### config.mk
export PLATFORM = sky130hd
export DESIGN_NAME = answer_check
export DESIGN_NICKNAME = d
export VERILOG_FILES = /design/src/rtl/answer_check.sv
export SDC_FILE = /design/constraint.sdc
export NUM_CORES = 1
export LEC_CHECK = 0
export ABC_AREA = 0
export CORE_MARGIN = 3
export CORE_UTILIZATION = 30
export CTS_BUF_LIST = sky130_fd_sc_hd__clkbuf_4
export CTS_CLUSTER_DIAMETER = 80
export CTS_CLUSTER_SIZE = 12
export DETAILED_ROUTE_END_ITERATION = 7
export GPL_TIMING_DRIVEN = 1
export PLACE_DENSITY_LB_ADDON = 0.05
export SLEW_MARGIN = 20
export SYNTH_ARGS = -nofsm -noshare
export SYNTH_HDL_FRONTEND = slang
export SYNTH_SLANG_ARGS = --single-unit
### constraint.sdc
create_clock -name Clk100M -period 2.95 [get_ports Clk100M]
set_clock_uncertainty 0.2 [all_clocks]
set_input_delay 0.7375 -clock Clk100M [delete_from_list [all_inputs] [get_ports Clk100M]]
set_output_delay 0.7375 -clock Clk100M [all_outputs]
set_load 0.03 [all_outputs]
### src/rtl/answer_check.sv
// answer_check: answer-window controller for the symbol-counting game.
//   After a game period ends (answerSig), the player adjusts a guess with
//   btnUp/btnDown and submits it before ANSWER_TIME seconds expire. The verdict
//   is shown for SHOW_TIME seconds, then nextGame requests the next period.
// Ports:
//   Clk100M        sole clock, rising edge
//   Reset          synchronous, active-high
//   tick1Hz        one-cycle pulse per second
//   answerSig      game period ended; numSpecial valid this cycle
//   numSpecial[8]  correct answer for the round
//   btnUp/btnDown/btnSubmit  debounced one-cycle button pulses
//   guess[8]       player's current count
//   answerOpen     answer window open
//   timeLeft[8]    seconds left in the window, 0 outside it
//   resultValid    one-cycle verdict strobe
//   resultCorrect  latest verdict, held until the next one
//   score[8]       correct rounds since reset, saturating
//   nextGame       one-cycle request for the next game period
module answer_check #(
  parameter int ANSWER_TIME = 10,
  parameter int SHOW_TIME   = 3
) (
  input  logic       Clk100M,
  input  logic       Reset,
  input  logic       tick1Hz,
  input  logic       answerSig,
  input  logic [7:0] numSpecial,
  input  logic       btnUp,
  input  logic       btnDown,
  input  logic       btnSubmit,
  output logic [7:0] guess,
  output logic       answerOpen,
  output logic [7:0] timeLeft,
  output logic       resultValid,
  output logic       resultCorrect,
  output logic [7:0] score,
  output logic       nextGame
);

  localparam logic [7:0] LP_AT    = 8'(ANSWER_TIME);
  localparam logic [7:0] LP_AT_M1 = 8'(ANSWER_TIME - 1);
  localparam logic [7:0] LP_SH_M1 = 8'(SHOW_TIME - 1);

  typedef enum logic [1:0] {IDLE, ANSWER, RESULT} state_t;

  state_t     r_state;
  logic [7:0] r_target;
  logic [7:0] r_timer;
  logic [7:0] r_guess;
  logic       r_open;
  logic [7:0] r_time_left;
  logic       r_valid;
  logic       r_correct;
  logic [7:0] r_score;
  logic       r_next;

  logic [7:0] w_guess_step;
  logic       w_timeout;
  logic       w_verdict;
  logic       w_correct;

  // Up and down together cancel; both directions saturate.
  always_comb begin
    w_guess_step = r_guess;
    if (btnUp && !btnDown && r_guess != 8'hFF)
      w_guess_step = r_guess + 8'd1;
    else if (btnDown && !btnUp && r_guess != 8'h00)
      w_guess_step = r_guess - 8'd1;
  end

  assign w_timeout = tick1Hz && (r_timer == LP_AT_M1);
  assign w_verdict = btnSubmit || w_timeout;
  // A submit overrides a coincident timeout and compares the pre-button guess.
  assign w_correct = btnSubmit && (r_guess == r_target);

  always_ff @(posedge Clk100M) begin
    if (Reset) begin
      r_state     <= IDLE;
      r_target    <= 8'd0;
      r_timer     <= 8'd0;
      r_guess     <= 8'd0;
      r_open      <= 1'b0;
      r_time_left <= 8'd0;
      r_valid     <= 1'b0;
      r_correct   <= 1'b0;
      r_score     <= 8'd0;
      r_next      <= 1'b0;
    end else begin
      r_valid <= 1'b0;
      r_next  <= 1'b0;
      case (r_state)
        IDLE: begin
          if (answerSig) begin
            r_target    <= numSpecial;
            r_guess     <= 8'd0;
            r_timer     <= 8'd0;
            r_open      <= 1'b1;
            r_time_left <= LP_AT;
            r_state     <= ANSWER;
          end
        end
        ANSWER: begin
          if (w_verdict) begin
            r_valid     <= 1'b1;
            r_correct   <= w_correct;
            if (w_correct && r_score != 8'hFF)
              r_score <= r_score + 8'd1;
            // Buttons coincident with a submit are discarded.
            if (!btnSubmit)
              r_guess <= w_guess_step;
            r_open      <= 1'b0;
            r_timer     <= 8'd0;
            r_time_left <= 8'd0;
            r_state     <= RESULT;
          end else begin
            r_guess <= w_guess_step;
            if (tick1Hz) begin
              r_timer     <= r_timer + 8'd1;
              r_time_left <= LP_AT - r_timer - 8'd1;
            end
          end
        end
        RESULT: begin
          if (tick1Hz) begin
            if (r_timer == LP_SH_M1) begin
              r_next  <= 1'b1;
              r_timer <= 8'd0;
              r_state <= IDLE;
            end else begin
              r_timer <= r_timer + 8'd1;
            end
          end
        end
        default: r_state <= IDLE;
      endcase
    end
  end

  assign guess         = r_guess;
  assign answerOpen    = r_open;
  assign timeLeft      = r_time_left;
  assign resultValid   = r_valid;
  assign resultCorrect = r_correct;
  assign score         = r_score;
  assign nextGame      = r_next;

endmodule
# After elaboration in Yosys (flattened, before gate mapping)
# Index checks and enable logic that the tools add are counted.
# W data, S select, Z words.
[totals]
register_bits = 46
elab_cells = 81
out_inout_bits = 28
inputBits = 15
[classes]
addsub = 6
n_mux = 25
reduce_logical = 24
n_eq_ne = 13
bitwise_logic = 3
[op_table]
columns = ["operator", "count"]
rows = [
  ["$mux W8", 12],
  ["$pmux W8 S2", 2],
  ["$add A8 B1 Y8 const B", 3],
  ["$pmux W8 S3", 1],
  ["$ne A8 B8 Y1 const B", 2],
  ["$sub A8 B1 Y8 const B", 2],
  ["$reduce_and A3 Y1", 4],
  ["$eq A8 B2 Y1 const B", 1],
  ["$eq A8 B4 Y1 const B", 1],
  ["$eq A8 B8 Y1", 1],
  ["$mux W2", 4],
  ["$ne A2 B2 Y1 const B", 4],
  ["$reduce_and A4 Y1", 2],
  ["$reduce_bool A8 Y1", 1],
  ["$sub A4 B8 Y8 const A", 1],
  ["$logic_and A1 B1 Y1", 7],
  ["$ne A3 B3 Y1 const B", 2],
  ["$pmux W2 S3", 1],
  ["$mux W1", 4],
  ["$reduce_and A2 Y1", 2],
  ["$not A1 Y1", 3],
  ["$reduce_bool A3 Y1", 1],
  ["$reduce_or A3 Y1", 1],
  ["$eq A2 B1 Y1 const B", 1],
  ["7 further kinds", 8],
]

# Longest topological paths before layout
# Gate-level depths: netlist of the first run.
[depth]
ltp_word = 8
ltp_mapped = 10
mapped_depth_nobuf = 10

# Worst setup path before layout of the first run
# OpenSTA, ideal clock, no wires.
[synth_path]
kind = "reg2reg"
startpoint = "register r_guess[0], in the netlist guess[0]"
endpoint = "register r_guess[6], in the netlist guess[6]"
stages_incl_launch_ff = 10
t_required_ns = 2.634
path_slack_ns = 0.277
arrival_time_ns = 2.358
setup_ns = 0.116
cell_sequence = "dfxtp_1 nand4_1 o21ai_2 ha_1 nor2b_1 o21a_1 o21ai_1 a21boi_0 or3_1 a31o_1"
[synth_between]
elab_chain_cells = 7
[synth_lines]
columns = ["item", "line", "source"]
rows = [
  ["start: declaration", "49", "logic [7:0] r_guess;"],
  ["start signal: assignment", "110", "r_guess <= w_guess_step;"],
  ["start signal: assignment", "116", "r_guess <= w_guess_step;"],
  ["parallel branches: the longest is 3 deep, another holds $sub A8 B1 Y8", "-", ""],
  ["$mux W8 *", "65", "if (btnUp && !btnDown && r_guess != 8'hFF)"],
  ["$mux W8", "109", "if (!btnSubmit)"],
  ["$mux W8 *", "103", "if (w_verdict) begin"],
  ["$pmux W8 S2 *", "91", "case (r_state)"],
]
# Mark *: on every way between the ends. The select of a mux whose other input is x is not followed.
# A chain may end at the register's enable or synchronous reset.

# Worst setup path after layout of the first run
[layout_path]
startpoint = "input port btnUp"
endpoint = "register r_guess[7], in the netlist guess[7]"
[layout_between]
elab_chain_cells = 8
[layout_lines]
columns = ["item", "line", "source"]
rows = [
  ["start: declaration", "28", "input logic btnUp,"],
  ["$logic_not A1 Y1", "67", "else if (btnDown && !btnUp && r_guess != 8'h00)"],
  ["$logic_and A1 B1 Y1 (2 in a row)", "67", ""],
  ["$mux W8", "67", ""],
  ["$mux W8 *", "65", ""],
  ["$mux W8", "109", ""],
  ["$mux W8 *", "103", ""],
  ["$pmux W8 S2 *", "91", ""],
]
# Mark *: on every way between the ends. The rest lies on a longest branch, timed or not. The select of a mux whose other input is x is not followed.

==> reports/metrics.yaml, run 1 <==
p_sw_frac: 0.398
fillers: 871
critPathLaunchType: "input port"
root_buffer: "clkbuf_4"
reg2reg_depth: 9
grt.total_usage: 0.136
worstSkewPairLatency_ns: 0.36
start_util: 0.315
synth_seq_cells: 46
p_clk_frac: 0.187
path_class: "input port to register"
final_common_cell: "dfxtp_1"
r2r-end: "guess[7]"
crit_path_end: "guess[7]"
synth_top_cell_area_share: 0.351
post-place-cells: 480
antenna_found_initial: 0
period_minus_slack_ns: 2.84
yosysUniqueCellTypes: 53
internal_power_uw: 1300
gp_congestion: 0.869
hold_viol_final: 0
leakage_uw: 0.00136
setup_viol: 0
ios: 43
layout_setup_ws_ns: 0.115
seq_power_share: 0.347
numCtsBuffers: 5
syn2layout_area_growth_pct: 32.4
clock-sinks: 46
synthesis.area_sq_um: 2630
grt-ovfl-total: 0
fin_util: 0.417
setup_tns_ns: 0
clockBufferDepth: 2
fmax_ghz: 0.353
slew_headroom: 0.690
report.final.slew_viol_count: 0
synth_ff_type: "dfxtp_1"
die_w_um: 99.6
hp-class: "register to register"
cp_top_family: "compound AO/OA/AOI/OAI gates"
drtIter0Drc: 87
critPathCaptureType: "register"
max_stage_delay_ns: 0.48
p_sw_uw: 856
diodes: 0
cp_slowest_cell: "clkdlybuf4s50_1"
crit_chain: "clkdlybuf4s50_1 -> nor2b_4 -> o21ai_4 -> ha_4 -> a21oi_2 -> o211ai_2 -> o41ai_2 -> xnor2_1 -> or3_1 -> a31oi_1"
drtPass1Iterations: 4
die_h_um: 99.6
fp-row-count: 33
final.period_utilization: 0.961
worstSetupStartpoint: "btnUp"
combinationalPowerShare: 0.465
drt_wl_total_um: 6690
clkTransAtPathRegs_ns: 0.14
ys_warn_count: 0
crit_fanout: 5
async_flop_share: 0
crit_buf_inv: 1
power.density_nw_per_um2: 619
irDropWorstVdd_mv: 0.208
synth-edff-count: 0
grt_start_max_net_pins: 40
fin_cells: 489
cts_tree: "built"
multiInputGateArea_sq_um: 1670
grt_pass1_wl_um: 11100
core_area_sq_um: 8340
critical_path_arrival_ns: 2.93
syn-instance-count: 319
reg2reg_slack_ns: 0.35
most-common-layout-cells: "dfxtp_1 (46), clkdlybuf4s50_1 (42), nor2_1 (34)"
nets: 415
rr_startpoint: "guess[4]"
seqCellArea_sq_um: 921
synth_nets: 351
h-tree-depth: 2
cp.required_ns: 3.04
drtAntennaViolNets: 0
io_buffers: 42
dieArea_sq_um: 9910
post-dp-hpwl_um: 5020
drc: 0
grt_setup_unrepaired: "no"
hold_start: "r_target[7]"
max_cap_violations: 0
yosysSeqAreaShare: 0.351
tightest_slew_ns: 0.461
avgRoutedWirePerCell_um: 13.7
synth.avg_cell_area_sq_um: 8.23
grt_pass1_vias: 2278
vias: 2410
status: "finished, final reports clean"
viasPerCell: 4.93
yosysTopAreaCell: "dfxtp_1"
yosys-top-cells-area: "dfxtp_1 (35%), ha_1 (7.6%), a21oi_1 (6.1%), nor2_1 (4.9%), xor2_1 (4.7%)"
drive_above_1_share: 0.151
cp_num_cells: 10
post-place-ws_ns: -0.316
[synth_stat cells, drive strengths merged, types with 6 or more instances]
master   n
inv     15
o21ai   19
ha      16
nor2b    6
a21oi   33
dfxtp   46
nand2   29
xnor2    6
clkbuf   9
nor2    34
xor2    14
nor3    13
or3      6
nand3   16
nand4    7
[final cells by class]
| type | instances | share of cell area |
|---|---|---|
| Clock buffer | 5 | 0.0108 |
| Clock inverter | 3 | 0.0126 |
| Inverter | 15 | 0.0162 |
| Multi-Input combinational cell | 246 | 0.479 |
| Sequential cell | 46 | 0.265 |
| Tap cell | 105 | 0.0378 |
| Timing Repair Buffer | 69 | 0.179 |
[sequential cells by signal (all words and copies together), names as in the netlist]
| name | flops |
|---|---|
| resultCorrect | 1 |
| guess | 8 |
| r_target | 8 |
| score | 8 |
| r_state | 2 |
| nextGame | 1 |
| timeLeft | 8 |
| r_timer | 8 |
| resultValid | 1 |
| answerOpen | 1 |
[metal layers]
metal	up-vias	wire length, um	track usage
li1	1246	-	-
met1	1109	3440	0.192
met2	48	2870	0.211
met3	7	304	0.0266
met4	0	82	0.0378
met5	-	0	0
[through the flow]
| stage | instance area [sq um] | hold WS, ns | total power, uW |
|---|---|---|---|
| floorplan | 2630 | 0.248 | 1390 |
| global placement | 3320 | 0.254 | 1740 |
| detailed placement | 3320 | 0.262 | 1740 |
| CTS | 3410 | 0.281 | 2160 |
| global route | 3480 | 0.310 | 2320 |
| finish | 3480 | 0.279 | 2150 |
[logic make-up (layout without fill, tap and decap cells)]
group                    after synthesis  count (layout)  share of synthesized area
AO/OA/AOI/OAI                         73              73                      0.183
XOR/XNOR                              20              20                     0.0667
adder cells (fa/ha/maj)               17              17                     0.0838
buffers and inverters                 27              92                     0.0400
flip-flops                            46              46                      0.351
multiplexers                           4               4                     0.0157
AND/OR/NAND/NOR                      132             132                      0.260
[power by group through the flow]
| stage | clock network, uW | registers [uW] | logic (uW) |
|---|---|---|---|
| after detailed placement | 0 | 764 | 979 |
| after CTS | 428 | 749 | 984 |
| after floorplan | 0 | 855 | 533 |
| final | 404 | 748 | 1000 |
| after global routing | 442 | 760 | 1110 |
| after global placement | 0 | 762 | 979 |
[worst register-to-register path: cells and delay by family, from the launching register on]
family	cells	cell delay [ns]
compound gates	5	1.10
xor+xnor	1	0.13
fa+ha+maj	1	0.26
flops	1	0.38
simple gates	2	0.48
[worst min-delay path by stage]
| stage | to | slack (ns) | cells after the start |
|---|---|---|---|
| 2_1_floorplan | r_target[0] | 0.25 | 2 |
| 3_3_place_gp | r_target[0] | 0.25 | 2 |
| 3_5_place_dp | r_target[7] | 0.26 | 2 |
| 4_1_cts | r_target[7] | 0.28 | 2 |
| 5_1_grt | r_target[4] | 0.31 | 2 |
| 6_report | r_target[7] | 0.28 | 2 |
[timing repair]
item | 4_1_cts | 5_1_grt
hold buffers | 0 | 0
hold endpoints to repair | 0 | 0
setup endpoints to repair | 0 | 2
gates resized for setup | 0 | 8
buffers inserted | 0 | 1
(Power assumes the default switching activity.)
==> inputs of run 2 (changes only) <==
--- a/config.mk
+++ b/config.mk
@@ -7,7 +7,7 @@
 export LEC_CHECK = 0
 export ABC_AREA = 0
 export CORE_MARGIN = 3
-export CORE_UTILIZATION = 30
+export CORE_UTILIZATION = 40
 export CTS_BUF_LIST = sky130_fd_sc_hd__clkbuf_4
 export CTS_CLUSTER_DIAMETER = 80
 export CTS_CLUSTER_SIZE = 12
==> reports/metrics.yaml, run 2 (synthesized netlist as in run 1, its figures left out) <==
dieArea_sq_um: 7570  # was 9910 sq um
cp_top_family: "compound AO/OA/AOI/OAI gates"  # unchanged
ios: 43  # unchanged
drtAntennaViolNets: 0  # unchanged
clockBufferDepth: 2  # unchanged
leakage_uw: 0.00134  # was 0.00136 uW
grt.total_usage: 0.179  # was 0.136
crit_chain: "clkdlybuf4s50_1 -> nor2b_4 -> o21ai_4 -> ha_1 -> a21oi_2 -> o211ai_2 -> o41ai_2 -> xnor2_1 -> or3_1 -> a31oi_1"  # was clkdlybuf4s50_1 -> nor2b_4 -> o21ai_4 -> ha_4 -> a21oi_2 -> o211ai_2 -> o41ai_2 -> xnor2_1 -> or3_1 -> a31oi_1
fp-row-count: 28  # was 33
clock-sinks: 46  # unchanged
critPathLaunchType: "input port"  # unchanged
layout_setup_ws_ns: 0.110  # was 0.115 ns
final_common_cell: "dfxtp_1"  # unchanged
final.period_utilization: 0.963  # was 0.961
grt_pass1_wl_um: 10800  # was 11100 um
critical_path_arrival_ns: 2.92  # was 2.93 ns
total_power_uw: 2010  # was 2150 uW
nets: 415  # unchanged
worstSkewPairLatency_ns: 0.36  # about the same
reg2reg_depth: 11  # was 9
vias: 2388  # was 2410
drc: 0  # unchanged
period_minus_slack_ns: 2.84  # about the same
drtIter0Drc: 84  # was 87
max_cap_violations: 0  # unchanged
start_util: 0.428  # was 0.315
crit_buf_inv: 1  # unchanged
viasPerCell: 5.20  # was 4.93
cp.required_ns: 3.03  # was 3.04 ns
grt_start_max_net_pins: 32  # was 40
antenna_found_initial: 0  # unchanged
hp-class: "register to register"  # unchanged
syn2layout_area_growth_pct: 28.1  # was 32.4%
crit_fanout: 5  # unchanged
drt_wl_total_um: 6320  # was 6690 um
report.final.slew_viol_count: 0  # unchanged
critPathCaptureType: "register"  # unchanged
root_buffer: "clkbuf_4"  # unchanged
drtPass1Iterations: 4  # unchanged
clkTransAtPathRegs_ns: 0.13  # was 0.14 ns
most-common-layout-cells: "dfxtp_1 (46), clkdlybuf4s50_1 (42), nor2_1 (34)"  # unchanged
grt_pass1_vias: 2274  # was 2278
slew_headroom: 0.681  # was 0.690
gp_congestion: 0.794  # was 0.869
h-tree-depth: 2  # unchanged
numCtsBuffers: 5  # unchanged
setup_viol: 0  # unchanged
fmax_ghz: 0.352  # was 0.353 GHz
post-dp-hpwl_um: 4780  # was 5020 um
fin_util: 0.549  # was 0.417
status: "finished, final reports clean"  # unchanged
die_w_um: 87.0  # was 99.6 um
cts_tree: "built"  # unchanged
cp_num_cells: 10  # unchanged
power.density_nw_per_um2: 599  # was 619 nW/um^2
diodes: 0  # unchanged
die_h_um: 87.0  # was 99.6 um
grt-ovfl-total: 0  # unchanged
tightest_slew_ns: 0.479  # was 0.461 ns
place_area_sq_um: 3290  # was 3320 sq um
drive_above_1_share: 0.138  # was 0.151
grt_setup_unrepaired: "no"  # unchanged
max_stage_delay_ns: 0.47  # was 0.48 ns
irDropWorstVdd_mv: 0.326  # was 0.208 mV
hold_viol_final: 0  # unchanged
cp_slowest_cell: "clkdlybuf4s50_1"  # unchanged
path_class: "input port to register"  # unchanged
hold_ws_ns: 0.275  # was 0.279 ns
cts_setup_buffers: 0  # unchanged
avgRoutedWirePerCell_um: 13.8  # was 13.7 um
final_cell_area_sq_um: 3360  # was 3480 sq um
min_path_cells: 2  # unchanged
post-place-ws_ns: -0.287  # was -0.316 ns
io_buffers: 42  # unchanged
core_area_sq_um: 6130  # was 8340 sq um
## run 2: cell count changes in the layout (fill, tap and decap cells not counted), sizes merged
cell    delta
bufinv     -1
clkbuf     +1
clkinv     +1
inv        -1
## run 2: worst paths after layout
path	startpoint	endpoint	slack (ns)
worst max-delay path	btnUp	guess[7]	0.11
worst max register to register	guess[6]	guess[6]	0.38
worst min register to register	r_target[0]	r_target[0]	0.27
worst min-delay path	r_target[0]	r_target[0]	0.27
## run 2: area by class of cell
| cell class | count | area [sq um] |
|---|---|---|
| Sequential cell | 46 | 921 |
| Inverter | 15 | 56.3 |
| Tap cell | 75 | 93.8 |
| Multi-Input combinational cell | 246 | 1620 |
| Clock buffer | 6 | 45.0 |
| Timing Repair Buffer | 69 | 623 |
| Clock inverter | 2 | 8.76 |
| Fill cell | 584 | 2770 |
## run 2: repair_timing
item,in CTS,in global routing
hold buffers,0,0
gates resized for setup,0,3
setup endpoints to repair,0,2
endpoints found under the hold margin,0,0
## run 2: tightest hold or removal path, delay by kind of cell (launching register included)
kind,cells,cell delay (ns)
and+or+nand+nor,1,0.05
AOI/OAI and AO/OA,1,0.05
DFF,1,0.34
## run 2: power by group
part	total [uW]	internal [uW]	switching [uW]
registers	751	696	54.4
clock network	298	99.2	199
logic	966	404	562
## run 2: metal layers
metal | vias to the layer above | track usage | part of all wire
met5 | - | 0 | 0
met4 | 0 | 0.0722 | 0.013
met3 | 6 | 0.0388 | 0.046
met2 | 48 | 0.257 | 0.43
met1 | 1082 | 0.258 | 0.51
li1 | 1252 | - | -
## run 2: metrics by stage
step,instances,TNS (ns)
final,459,0
after global routing,459,0
after CTS,459,0
after detailed placement,451,-0.709
after global placement,451,-0.369
after floorplan,319,0
==> inputs of run 3 (changes only) <==
--- a/config.mk
+++ b/config.mk
@@ -13,6 +13,7 @@
 export CTS_CLUSTER_SIZE = 12
 export DETAILED_ROUTE_END_ITERATION = 7
 export GPL_TIMING_DRIVEN = 1
+export HOLD_SLACK_MARGIN = 0.08
 export PLACE_DENSITY_LB_ADDON = 0.05
 export SLEW_MARGIN = 20
 export SYNTH_ARGS = -nofsm -noshare
==> results of run 3 <==
Final layout, timing and power as in run 2 (identical DEF).
